**src/rtl/draw_pkg.sv**
```systemverilog
// rtl/draw_pkg.sv - shared types, constants and helpers for the draw scheduler
//
// Holds the FSM state encoding, the requester index constants, the default
// coordinate/colour widths and the phase grant helper.
package draw_pkg;

   localparam int NUM_REQ   = 3;

   localparam int REQ_CLEAR = 0;
   localparam int REQ_WALL  = 1;
   localparam int REQ_BIRD  = 2;

   localparam int DEF_X_W   = 8;
   localparam int DEF_Y_W   = 7;
   localparam int DEF_C_W   = 3;

   typedef enum logic [2:0] {
      ST_IDLE,
      ST_P0,
      ST_P1,
      ST_P2,
      ST_FIN
   } state_t;

   // Grant vector for phase idx: one-hot when that requester asks and the
   // sequence is not frozen, otherwise zero (phase is skipped).
   function automatic logic [NUM_REQ-1:0] phase_grant(
      input logic [1:0]         idx,
      input logic [NUM_REQ-1:0] req,
      input logic               frz
   );
      logic [NUM_REQ-1:0] w_sel;
      w_sel = NUM_REQ'(1) << idx;
      return frz ? '0 : (w_sel & req);
   endfunction

endpackage

```
**src/rtl/draw_scheduler_if.sv**
```systemverilog
// rtl/draw_scheduler_if.sv - request/grant and shared VGA port bundle
//
// i_* signals are inputs of the scheduler, o_* are its outputs.
// Modports: master (requesters / test driver), slave (draw_scheduler).
interface draw_scheduler_if
   import draw_pkg::*;
#(
   parameter int X_W = DEF_X_W,
   parameter int Y_W = DEF_Y_W,
   parameter int C_W = DEF_C_W
);

   logic                     i_frame_tick;
   logic                     i_freeze;
   logic [NUM_REQ-1:0]       i_req;
   logic [NUM_REQ-1:0]       i_done;
   logic [NUM_REQ*X_W-1:0]   i_x_in;
   logic [NUM_REQ*Y_W-1:0]   i_y_in;
   logic [NUM_REQ*C_W-1:0]   i_colour_in;
   logic [NUM_REQ-1:0]       i_plot_in;

   logic [NUM_REQ-1:0]       o_grant;
   logic [X_W-1:0]           o_vga_x;
   logic [Y_W-1:0]           o_vga_y;
   logic [C_W-1:0]           o_vga_colour;
   logic                     o_vga_plot;
   logic                     o_busy;
   logic                     o_frame_done;
   logic                     o_overrun;
   logic                     o_timeout;

   modport master (
      output i_frame_tick, i_freeze, i_req, i_done,
             i_x_in, i_y_in, i_colour_in, i_plot_in,
      input  o_grant, o_vga_x, o_vga_y, o_vga_colour, o_vga_plot,
             o_busy, o_frame_done, o_overrun, o_timeout
   );

   modport slave (
      input  i_frame_tick, i_freeze, i_req, i_done,
             i_x_in, i_y_in, i_colour_in, i_plot_in,
      output o_grant, o_vga_x, o_vga_y, o_vga_colour, o_vga_plot,
             o_busy, o_frame_done, o_overrun, o_timeout
   );

endinterface

```
**src/rtl/draw_port_mux.sv**
```systemverilog
// rtl/draw_port_mux.sv - shared VGA write port multiplexer and output register
//
// Ports: i_clk, i_reset (async, active-high), i_grant (one-hot or zero),
// i_x_in/i_y_in/i_colour_in/i_plot_in (packed per-requester slices),
// o_vga_x/o_vga_y/o_vga_colour/o_vga_plot (registered, 1-cycle latency).
module draw_port_mux
   import draw_pkg::*;
#(
   parameter int X_W = DEF_X_W,
   parameter int Y_W = DEF_Y_W,
   parameter int C_W = DEF_C_W
) (
   input  logic                     i_clk,
   input  logic                     i_reset,
   input  logic [NUM_REQ-1:0]       i_grant,
   input  logic [NUM_REQ*X_W-1:0]   i_x_in,
   input  logic [NUM_REQ*Y_W-1:0]   i_y_in,
   input  logic [NUM_REQ*C_W-1:0]   i_colour_in,
   input  logic [NUM_REQ-1:0]       i_plot_in,
   output logic [X_W-1:0]           o_vga_x,
   output logic [Y_W-1:0]           o_vga_y,
   output logic [C_W-1:0]           o_vga_colour,
   output logic                     o_vga_plot
);

   logic [1:0] w_idx;
   logic       w_any;

   always_comb begin
      w_idx = 2'd0;
      w_any = |i_grant;
      for (int i = 0; i < NUM_REQ; i++) begin
         if (i_grant[i]) w_idx = 2'(i);
      end
   end

   // Coordinates hold their last value while nobody owns the port so the
   // frame buffer never sees a spurious address change; only plot drops.
   always_ff @(posedge i_clk or posedge i_reset) begin
      if (i_reset) begin
         o_vga_x      <= '0;
         o_vga_y      <= '0;
         o_vga_colour <= '0;
         o_vga_plot   <= 1'b0;
      end else if (w_any) begin
         o_vga_x      <= i_x_in[w_idx*X_W +: X_W];
         o_vga_y      <= i_y_in[w_idx*Y_W +: Y_W];
         o_vga_colour <= i_colour_in[w_idx*C_W +: C_W];
         o_vga_plot   <= i_plot_in[w_idx];
      end else begin
         o_vga_plot   <= 1'b0;
      end
   end

endmodule

```
**src/rtl/draw_scheduler.sv**
```systemverilog
// rtl/draw_scheduler.sv - frame redraw sequencer granting the shared VGA port
//
// Ports: i_clk, i_reset (async, active-high), bus (draw_scheduler_if.slave):
// frame_tick/freeze/req/done/x/y/colour/plot in; grant, vga_*, busy,
// frame_done, overrun, timeout out.
// Optional: define DRAW_TIMEOUT_EN to build the grant watchdog
// (TIMEOUT_CYCLES cycles); otherwise o_timeout is tied low.
module draw_scheduler
   import draw_pkg::*;
#(
   parameter int X_W            = DEF_X_W,
   parameter int Y_W            = DEF_Y_W,
   parameter int C_W            = DEF_C_W,
   parameter int TIMEOUT_CYCLES = 32768
) (
   input  logic               i_clk,
   input  logic               i_reset,
   draw_scheduler_if.slave    bus
);

   state_t             r_state;
   logic               r_freeze_q;
   logic [NUM_REQ-1:0] r_grant;
   logic               r_busy;
   logic               r_frame_done;
   logic               r_overrun;

   logic               w_done_hit;
   logic               w_wd_hit;
   logic               w_adv;
   logic [1:0]         w_phase;

`ifdef DRAW_TIMEOUT_EN
   localparam int WD_W = (TIMEOUT_CYCLES > 1) ? $clog2(TIMEOUT_CYCLES) : 1;
   logic [WD_W-1:0]    r_wdog;
   logic               r_timeout;

   // r_wdog counts completed granted cycles; the last one fires the watchdog.
   assign w_wd_hit = (r_grant != '0) && (r_wdog == WD_W'(TIMEOUT_CYCLES - 1));
   assign bus.o_timeout = r_timeout;
`else
   assign w_wd_hit = 1'b0;
   assign bus.o_timeout = 1'b0;
`endif

   // Only the done of the currently granted requester counts.
   assign w_done_hit = |(r_grant & bus.i_done);
   // A phase with no grant is a skipped phase and lasts exactly one cycle.
   assign w_adv = (r_grant == '0) || w_done_hit || w_wd_hit;

   always_comb begin
      w_phase = 2'(REQ_CLEAR);
      case (r_state)
         ST_P1:   w_phase = 2'(REQ_WALL);
         ST_P2:   w_phase = 2'(REQ_BIRD);
         default: w_phase = 2'(REQ_CLEAR);
      endcase
   end

   always_ff @(posedge i_clk or posedge i_reset) begin
      if (i_reset) begin
         r_state      <= ST_IDLE;
         r_freeze_q   <= 1'b0;
         r_grant      <= '0;
         r_busy       <= 1'b0;
         r_frame_done <= 1'b0;
         r_overrun    <= 1'b0;
`ifdef DRAW_TIMEOUT_EN
         r_wdog       <= '0;
         r_timeout    <= 1'b0;
`endif
      end else begin
         r_frame_done <= 1'b0;
         r_overrun    <= bus.i_frame_tick && (r_state != ST_IDLE);
`ifdef DRAW_TIMEOUT_EN
         r_timeout    <= 1'b0;
`endif
         case (r_state)
            ST_IDLE: begin
               if (bus.i_frame_tick) begin
                  r_state    <= ST_P0;
                  r_freeze_q <= bus.i_freeze;
                  r_busy     <= 1'b1;
                  // freeze_q is only being latched now, so use the live value.
                  r_grant    <= phase_grant(2'(REQ_CLEAR), bus.i_req, bus.i_freeze);
               end
            end
            ST_P0, ST_P1, ST_P2: begin
               if (w_adv) begin
                  if (r_state == ST_P2) begin
                     r_state      <= ST_FIN;
                     r_grant      <= '0;
                     r_frame_done <= 1'b1;
                  end else begin
                     r_state <= (r_state == ST_P0) ? ST_P1 : ST_P2;
                     r_grant <= phase_grant(w_phase + 2'd1, bus.i_req, r_freeze_q);
                  end
`ifdef DRAW_TIMEOUT_EN
                  r_wdog    <= '0;
                  r_timeout <= w_wd_hit && !w_done_hit;
               end else begin
                  r_wdog    <= r_wdog + 1'b1;
`endif
               end
            end
            ST_FIN: begin
               r_state <= ST_IDLE;
               r_busy  <= 1'b0;
            end
            default: begin
               r_state <= ST_IDLE;
               r_grant <= '0;
               r_busy  <= 1'b0;
            end
         endcase
      end
   end

   assign bus.o_grant      = r_grant;
   assign bus.o_busy       = r_busy;
   assign bus.o_frame_done = r_frame_done;
   assign bus.o_overrun    = r_overrun;

   draw_port_mux #(
      .X_W (X_W),
      .Y_W (Y_W),
      .C_W (C_W)
   ) u_port_mux (
      .i_clk        (i_clk),
      .i_reset      (i_reset),
      .i_grant      (r_grant),
      .i_x_in       (bus.i_x_in),
      .i_y_in       (bus.i_y_in),
      .i_colour_in  (bus.i_colour_in),
      .i_plot_in    (bus.i_plot_in),
      .o_vga_x      (bus.o_vga_x),
      .o_vga_y      (bus.o_vga_y),
      .o_vga_colour (bus.o_vga_colour),
      .o_vga_plot   (bus.o_vga_plot)
   );

endmodule

```
**src/flat_wrapper.sv**
```systemverilog
// flat-port wrapper written by rule: the top's interface ports become plain ports
module draw_scheduler_flat import draw_pkg::*;
#(
   parameter int X_W            = DEF_X_W,
   parameter int Y_W            = DEF_Y_W,
   parameter int C_W            = DEF_C_W,
   parameter int TIMEOUT_CYCLES = 32768
)
  (i_clk, i_reset, bus_i_frame_tick, bus_i_freeze, bus_i_req, bus_i_done, bus_i_x_in, bus_i_y_in, bus_i_colour_in, bus_i_plot_in, bus_o_grant, bus_o_vga_x, bus_o_vga_y, bus_o_vga_colour, bus_o_vga_plot, bus_o_busy, bus_o_frame_done, bus_o_overrun, bus_o_timeout);
  draw_scheduler_if #(.X_W(X_W), .Y_W(Y_W), .C_W(C_W)) bus_i ();
  input  logic i_clk;
  input  logic i_reset;
  input wire logic [$bits(bus_i.i_frame_tick)-1:0] bus_i_frame_tick;
  input wire logic [$bits(bus_i.i_freeze)-1:0] bus_i_freeze;
  input wire logic [$bits(bus_i.i_req)-1:0] bus_i_req;
  input wire logic [$bits(bus_i.i_done)-1:0] bus_i_done;
  input wire logic [$bits(bus_i.i_x_in)-1:0] bus_i_x_in;
  input wire logic [$bits(bus_i.i_y_in)-1:0] bus_i_y_in;
  input wire logic [$bits(bus_i.i_colour_in)-1:0] bus_i_colour_in;
  input wire logic [$bits(bus_i.i_plot_in)-1:0] bus_i_plot_in;
  output wire logic [$bits(bus_i.o_grant)-1:0] bus_o_grant;
  output wire logic [$bits(bus_i.o_vga_x)-1:0] bus_o_vga_x;
  output wire logic [$bits(bus_i.o_vga_y)-1:0] bus_o_vga_y;
  output wire logic [$bits(bus_i.o_vga_colour)-1:0] bus_o_vga_colour;
  output wire logic [$bits(bus_i.o_vga_plot)-1:0] bus_o_vga_plot;
  output wire logic [$bits(bus_i.o_busy)-1:0] bus_o_busy;
  output wire logic [$bits(bus_i.o_frame_done)-1:0] bus_o_frame_done;
  output wire logic [$bits(bus_i.o_overrun)-1:0] bus_o_overrun;
  output wire logic [$bits(bus_i.o_timeout)-1:0] bus_o_timeout;
  assign bus_i.i_frame_tick = bus_i_frame_tick;
  assign bus_i.i_freeze = bus_i_freeze;
  assign bus_i.i_req = bus_i_req;
  assign bus_i.i_done = bus_i_done;
  assign bus_i.i_x_in = bus_i_x_in;
  assign bus_i.i_y_in = bus_i_y_in;
  assign bus_i.i_colour_in = bus_i_colour_in;
  assign bus_i.i_plot_in = bus_i_plot_in;
  assign bus_o_grant = bus_i.o_grant;
  assign bus_o_vga_x = bus_i.o_vga_x;
  assign bus_o_vga_y = bus_i.o_vga_y;
  assign bus_o_vga_colour = bus_i.o_vga_colour;
  assign bus_o_vga_plot = bus_i.o_vga_plot;
  assign bus_o_busy = bus_i.o_busy;
  assign bus_o_frame_done = bus_i.o_frame_done;
  assign bus_o_overrun = bus_i.o_overrun;
  assign bus_o_timeout = bus_i.o_timeout;
  draw_scheduler #(.X_W(X_W), .Y_W(Y_W), .C_W(C_W), .TIMEOUT_CYCLES(TIMEOUT_CYCLES)) u_core (.i_clk(i_clk), .i_reset(i_reset), .bus(bus_i));
endmodule
```
**config.mk**
```make
export PLATFORM = sky130hd
export DESIGN_NAME = draw_scheduler_flat
export DESIGN_NICKNAME = d
export VERILOG_FILES = /design/src/rtl/draw_pkg.sv /design/src/rtl/draw_scheduler_if.sv /design/src/rtl/draw_port_mux.sv /design/src/rtl/draw_scheduler.sv /design/src/flat_wrapper.sv
export SDC_FILE = /design/constraint.sdc
export NUM_CORES = 1
export LEC_CHECK = 0
export CORE_ASPECT_RATIO = 0.8
export CORE_MARGIN = 2
export CORE_UTILIZATION = 30
export CTS_CLUSTER_SIZE = 14
export DETAILED_ROUTE_END_ITERATION = 12
export HOLD_SLACK_MARGIN = 0.1
export PLACE_DENSITY = 0.78
export SYNTH_ARGS = -nofsm -noshare
export SYNTH_HDL_FRONTEND = slang
export SYNTH_SLANG_ARGS = --single-unit
```
**constraint.sdc**
```tcl
create_clock -name i_clk -period 1.8 [get_ports i_clk]
set_clock_uncertainty 0.05 [all_clocks]
set_input_delay 0.18 -clock i_clk [delete_from_list [all_inputs] [get_ports i_clk]]
set_output_delay 0.18 -clock i_clk [all_outputs]
set_load 0.02 [all_outputs]
```
Word-level counts from Yosys, hierarchy flattened
Cells that the tools add are included.

word-level totals
  register bits = 29
  input bits = 67
  output and inout bits = 26
  logic and storage cells = 62

operators by class
  $add $sub $neg = 1
  multipliers = 2
  magnitude comparators = 1
  equal/unequal tests = 6
  shifts and indexed selects = 4
  mux-type cells = 22
  bitwise operators = 4
  reduce and logical (&&, ||, !) cells = 12

operator list
  operator               number
  $shiftx A24 B6 Y8      1
  $mux W3                7
  $shiftx A21 B6 Y7      1
  $mux W1                9
  $pmux W3 S3            1
  $reduce_or A3 Y1       3
  $shiftx A9 B5 Y3       1
  $and A3 B3 Y3          2
  $eq A3 B2 Y1 const B   2
  $logic_not A3 Y1       2
  $pmux W3 S2            1
  $reduce_and A2 Y1      3
  $mul A2 B3 Y5 const B  1
  $mul A2 B2 Y4 const B  1
  $pmux W2 S2            1
  $eq A3 B1 Y1 const B   1
  $eq A3 B3 Y1 const B   1
  $lt A2 B3 Y1 const B   1
  $reduce_and A3 Y1      1
  $reduce_bool A3 Y1     1
  $shl A1 B2 Y3 const A  1
  $add A2 B1 Y2 const B  1
  $bmux W1 S2            1
  $mux W2                1
  6 further kinds        7

Longest topological paths before layout
  word-level depth = 9
  gate-level depth with buffers = 6
  mapped depth without buffers = 3

Modules after synthesis
A second synthesis with hierarchy kept.

second synthesis, totals
  cells, all modules = 158
  area total of the unflattened synthesis = 1,661.6 µm²

by module, submodules not included
  module          instances  cells each  area an instance (µm²)
  draw_port_mux   1          105         1,142.3
  draw_scheduler  1          53          519.2

Least setup slack after synthesis
OpenSTA, ideal clock, no wires.

  path type = reg2reg
  start point = register u_core.r_grant[1] (netlist: u_core.bus.o_grant[1])
  end point = register u_core.r_grant[0] (netlist: u_core.bus.o_grant[0])
  setup time = 0.125 ns
  arrival = 1.633 ns
  data required time = 1.625 ns
  path slack = -0.008 ns
  cell stages (with the launch flop) = 6
  path buffers = 2
  path through = dfrtp_1 > clkbuf_1 > or3_1 > clkbuf_1 > a32oi_1 > mux2_2

between the ends
  word-level cells in the longest chain between the ends = 5
  elaborated cells on any way between the ends = 6
  those cells by class = 1 x eq/ne; 1 x bitwise; 4 x reduce/logical

RTL lines
  item                                  RTL line              text
  start: declaration                    draw_scheduler.sv:23  logic [NUM_REQ-1:0] r_grant;
  start signal: assignment              draw_scheduler.sv:85  r_grant <= phase_grant(2'(REQ_CLEAR), bus.i_req, bus.i_freeze);
  start signal: assignment              draw_scheduler.sv:96  r_grant <= phase_grant(w_phase + 2'd1, bus.i_req, r_freeze_q);
  $and A3 B3 Y3                         draw_scheduler.sv:47  assign w_done_hit = |(r_grant & bus.i_done);
  $reduce_or A3 Y1                      draw_scheduler.sv:47
  $logic_or A1 B1 Y1 *                  draw_scheduler.sv:49  assign w_adv = (r_grant == '0) || w_done_hit || w_wd_hit;
  $ne A2 B1 Y1 (no source line) *       --
  $reduce_and A3 Y1 (no source line) *  --

Every way passes the cells marked *; elsewhere a longest branch is shown, timed or not.
A chain may end at the register's enable or synchronous reset.

Worst setup path after layout
  start point = register u_core.r_grant[1] (netlist: u_core.bus.o_grant[1])
  end point = output port bus_o_grant[1]

RTL lines
  item              RTL line            text
  end: declaration  flat_wrapper.sv:21  output wire logic [$bits(bus_i.o_grant)-1:0] bus_o_grant;

No word-level cell between the ends.

==> out/summary.md <==
Die
• **overall die width** 83.5 um
• **floorplan die area** 5640 um^2
• **initial core utilization** 30.6%
• **Std-Cell Rows** 23
• **floorplan die height** 67.6 um
• **core area** 4950 um^2
• **I/O pins** 93

Detailed routing
• **antenna viol nets, final** 0
• **number of vias in the routed layout** 1,495
• **routed length on met1** 1.86 mm
• **average vias per placed instance** 4.85
• **DRC violations left** 0
• **number of violations reported at the end of detailed-routing iteration 0** 52
• **Highest Signal Layer** met4
• **Routed met3 length** 417 um
• **final WL** 4.33 mm
• **detailed-route wire length per cell** 14.1 um
• **iteration count of the initial detailed-routing pass** 4
• **met2 wire len** 1.99 mm

Yosys
• **Syn. warnings** 0
• **Async S/R FF share, synth** 100%
• **Synth Net Count** 218
• **number of distinct library cell variants in the gate-level netlist after synthesis** 28
• **predominant post-synthesis flop cell** sky130_fd_sc_hd__dfrtp_1
• **Seq cells post-synth** 29
• **number of enable-type register cells in the synthesized netlist** 0
• **Synth Area per Inst** 10.0 um^2
• **combined area of all synthesized cells** 1520 um^2
• **sequential-to-total area share from yosys stat** 47.9%
• **number of cells produced by synthesis** 151

Final layout
• **proportion of layout cells with a drive suffix above 1** 9.35%
• **Nets** 313
• **fillers** 459
• **most common library cell in the layout ignoring fill and taps** sky130_fd_sc_hd__clkdlybuf4s50_1
• **commonest cells after routing, fill and taps aside** sky130_fd_sc_hd__clkdlybuf4s50_1, sky130_fd_sc_hd__dfrtp_1, sky130_fd_sc_hd__a21oi_1
• **final antenna diode count** 0
• **Synth-to-Final Area Change** 73.7%
• **core utilization of the finished layout** 53.2%

Clock tree
• **clock-pin slew reported for the worst setup and hold paths after clock tree synthesis** 0.06 ns
• **total number of clock tree sinks** 29
• **number of gates resized after cts** 0
• **source-to-sink clock delay at the later pin of the worst-skew pair** 0.27 ns
• **hold bufs inserted after CTS** 0
• **Setup Buffers After CTS** 0
• **Max H-tree Level** 2
• **buffer depth of the longest clock path** 2
• **root cell of the clock tree** sky130_fd_sc_hd__clkbuf_8
• **number of clock buffers inserted by TritonCTS** 5
• **CTS tree** yes

STA
• **final count of negative-setup-slack endpoints** 0
• **setup TNS after final layout** 0 ns
• **Hold Vio Cnt, Final** 0
• **Final Cycle Share** 96.8%
• **unrepaired setup endpoints after global routing** no
• **total count of max-transition violations in the final report** 0
• **timing-limited maximum frequency** 574 MHz
• **minimum clock period after layout** 1.74 ns

Setup path
• **nature of the critical path startpoint** flop
• **biggest fanout along the worst timing path** 8
• **Crit-path slowest cell** sky130_fd_sc_hd__clkdlybuf4s50_1
• **critical path start-end classification** reg2out
• **nature of the critical path endpoint** output pin
• **data arrival time of the critical path** 1.51 ns
• **Worst Path Required** 1.57 ns
• **Max stage delay on crit path** 0.63 ns
• **ordered cell list for the critical path** buf_4, clkdlybuf4s50_1

Global routing
• **vias in the first global route** 1,439
• **wire length of the first global-routing pass** 7.07 mm
• **maximum number of pins on one net before global-route repair** 30
• **aggregate global routing overflow** 0
• **antenna violations before repair** 0
• **global router's overall resource usage** 16.2%

Worst hold path
• **path class of the lowest-slack min-delay path** in2async

Place
• **placer's final routability congestion estimate** 0.814
• **IO buf count** 91
• **DP HPWL** 3.33 mm

Flow run
• **max capacitance violation total** 0

Run status
• **run status** finished clean

Pwr
• **highest ir drop seen on vdd** 0.000775 V
• **LEAKAGE** 1.01 nW
• **Cell Pwr Density** 1670 nW/um^2

==> area by class of cell <==
type / count / area, um^2 / share of cell area, %
sequential: 29 / 726 / 27.6
inverter: 2 / 7.51 / 0.285
clock buffer: 7 / 86.3 / 3.28
timing repair buffer: 101 / 998 / 37.9
tap: 62 / 77.6 / 2.95
multi-input combinational: 107 / 737 / 28.0
==> critical path, delay by kind of cell, from the launching register on <==
| kind | cells | cell delay [ns] |
|---|---|---|
| DFF | 1 | 0.40 |
| buffers and inverters | 2 | 0.84 |
==> stage by stage <==
stage / hold WS, ns / setup slack (ns) / cells / cell area, um^2 / total power, mW
after CTS: 0.237 / 0.0523 / 308 / 2630 / 4.47
after detailed placement: 0.454 / 0.0244 / 301 / 2550 / 3.93
final: 0.225 / 0.0573 / 308 / 2630 / 4.40
after floorplan: 0.208 / 0.0145 / 151 / 1520 / 2.79
after global placement: 0.446 / 0.0744 / 301 / 2550 / 3.85
after global routing: 0.278 / 0.00166 / 308 / 2630 / 4.76
==> state kept, by name (all words and copies together), names as in the netlist, 3 cells and up <==
signal	cells
u_core.u_port_mux.o_vga_y	7
u_core.r_state	3
u_core.u_port_mux.o_vga_colour	3
u_core.u_port_mux.o_vga_x	8
u_core.bus.o_grant	3
==> cell usage after synthesis, drive strengths merged (2+ instances only) <==
cell type | n | share of area (%)
nor2b | 3 | 1.2
nand2 | 4 | 0.99
buf | 3 | 0.99
clkbuf | 10 | 2.5
nor4b | 2 | 1.2
inv | 2 | 0.49
nor3 | 2 | 0.66
a21oi | 21 | 6.9
dfrtp | 29 | 48
o22ai | 18 | 7.4
nand2b | 20 | 8.3
mux2 | 3 | 2.2
nor2 | 3 | 0.74
mux2i | 19 | 13
==> where the power goes <==
group | internal [mW] | switching [mW] | total (mW) | leakage, nW
sequential | 0.988 | 0.220 | 1.21 | 0.338
clock | 0.302 | 0.213 | 0.515 | 0.0443
combinational | 1.32 | 1.35 | 2.68 | 0.629
==> layer usage <==
layer,track usage (%),vias up
li1,-,735
met1,19.8,686
met2,26.5,70
met3,6.48,4
met4,5.65,0
met5,0,-
==> logic make-up (layout without fill, tap and decap cells) <==
group	count (synthesis)	in the layout	synth area share (%)
multiplexers	22	22	14.8
AO/OA/AOI/OAI	46	46	18.3
other	1	1	0.247
flip-flops	29	29	47.9
buffers and inverters	15	110	3.96
AND/OR/NAND/NOR	38	38	14.8
==> final timing paths <==
check | from | end | slack (ns) | cells after the start
max in group asynchronous | i_reset | u_core.u_port_mux.o_vga_x[4] | 1.20 | 3
max reg2reg | u_core.bus.o_grant[0] | u_core.bus.o_grant[0] | 0.10 | 3
min | i_reset | u_core.u_port_mux.o_vga_plot | 0.23 | 3
min reg2reg | u_core.bus.o_busy | u_core.bus.o_busy | 0.46 | 2
max | u_core.bus.o_grant[1] | bus_o_grant[1] | 0.06 | 2
min in group i_clk | bus_i_plot_in[2] | u_core.u_port_mux.o_vga_plot | 0.43 | 3
Power figures use the tool's default switching activity.
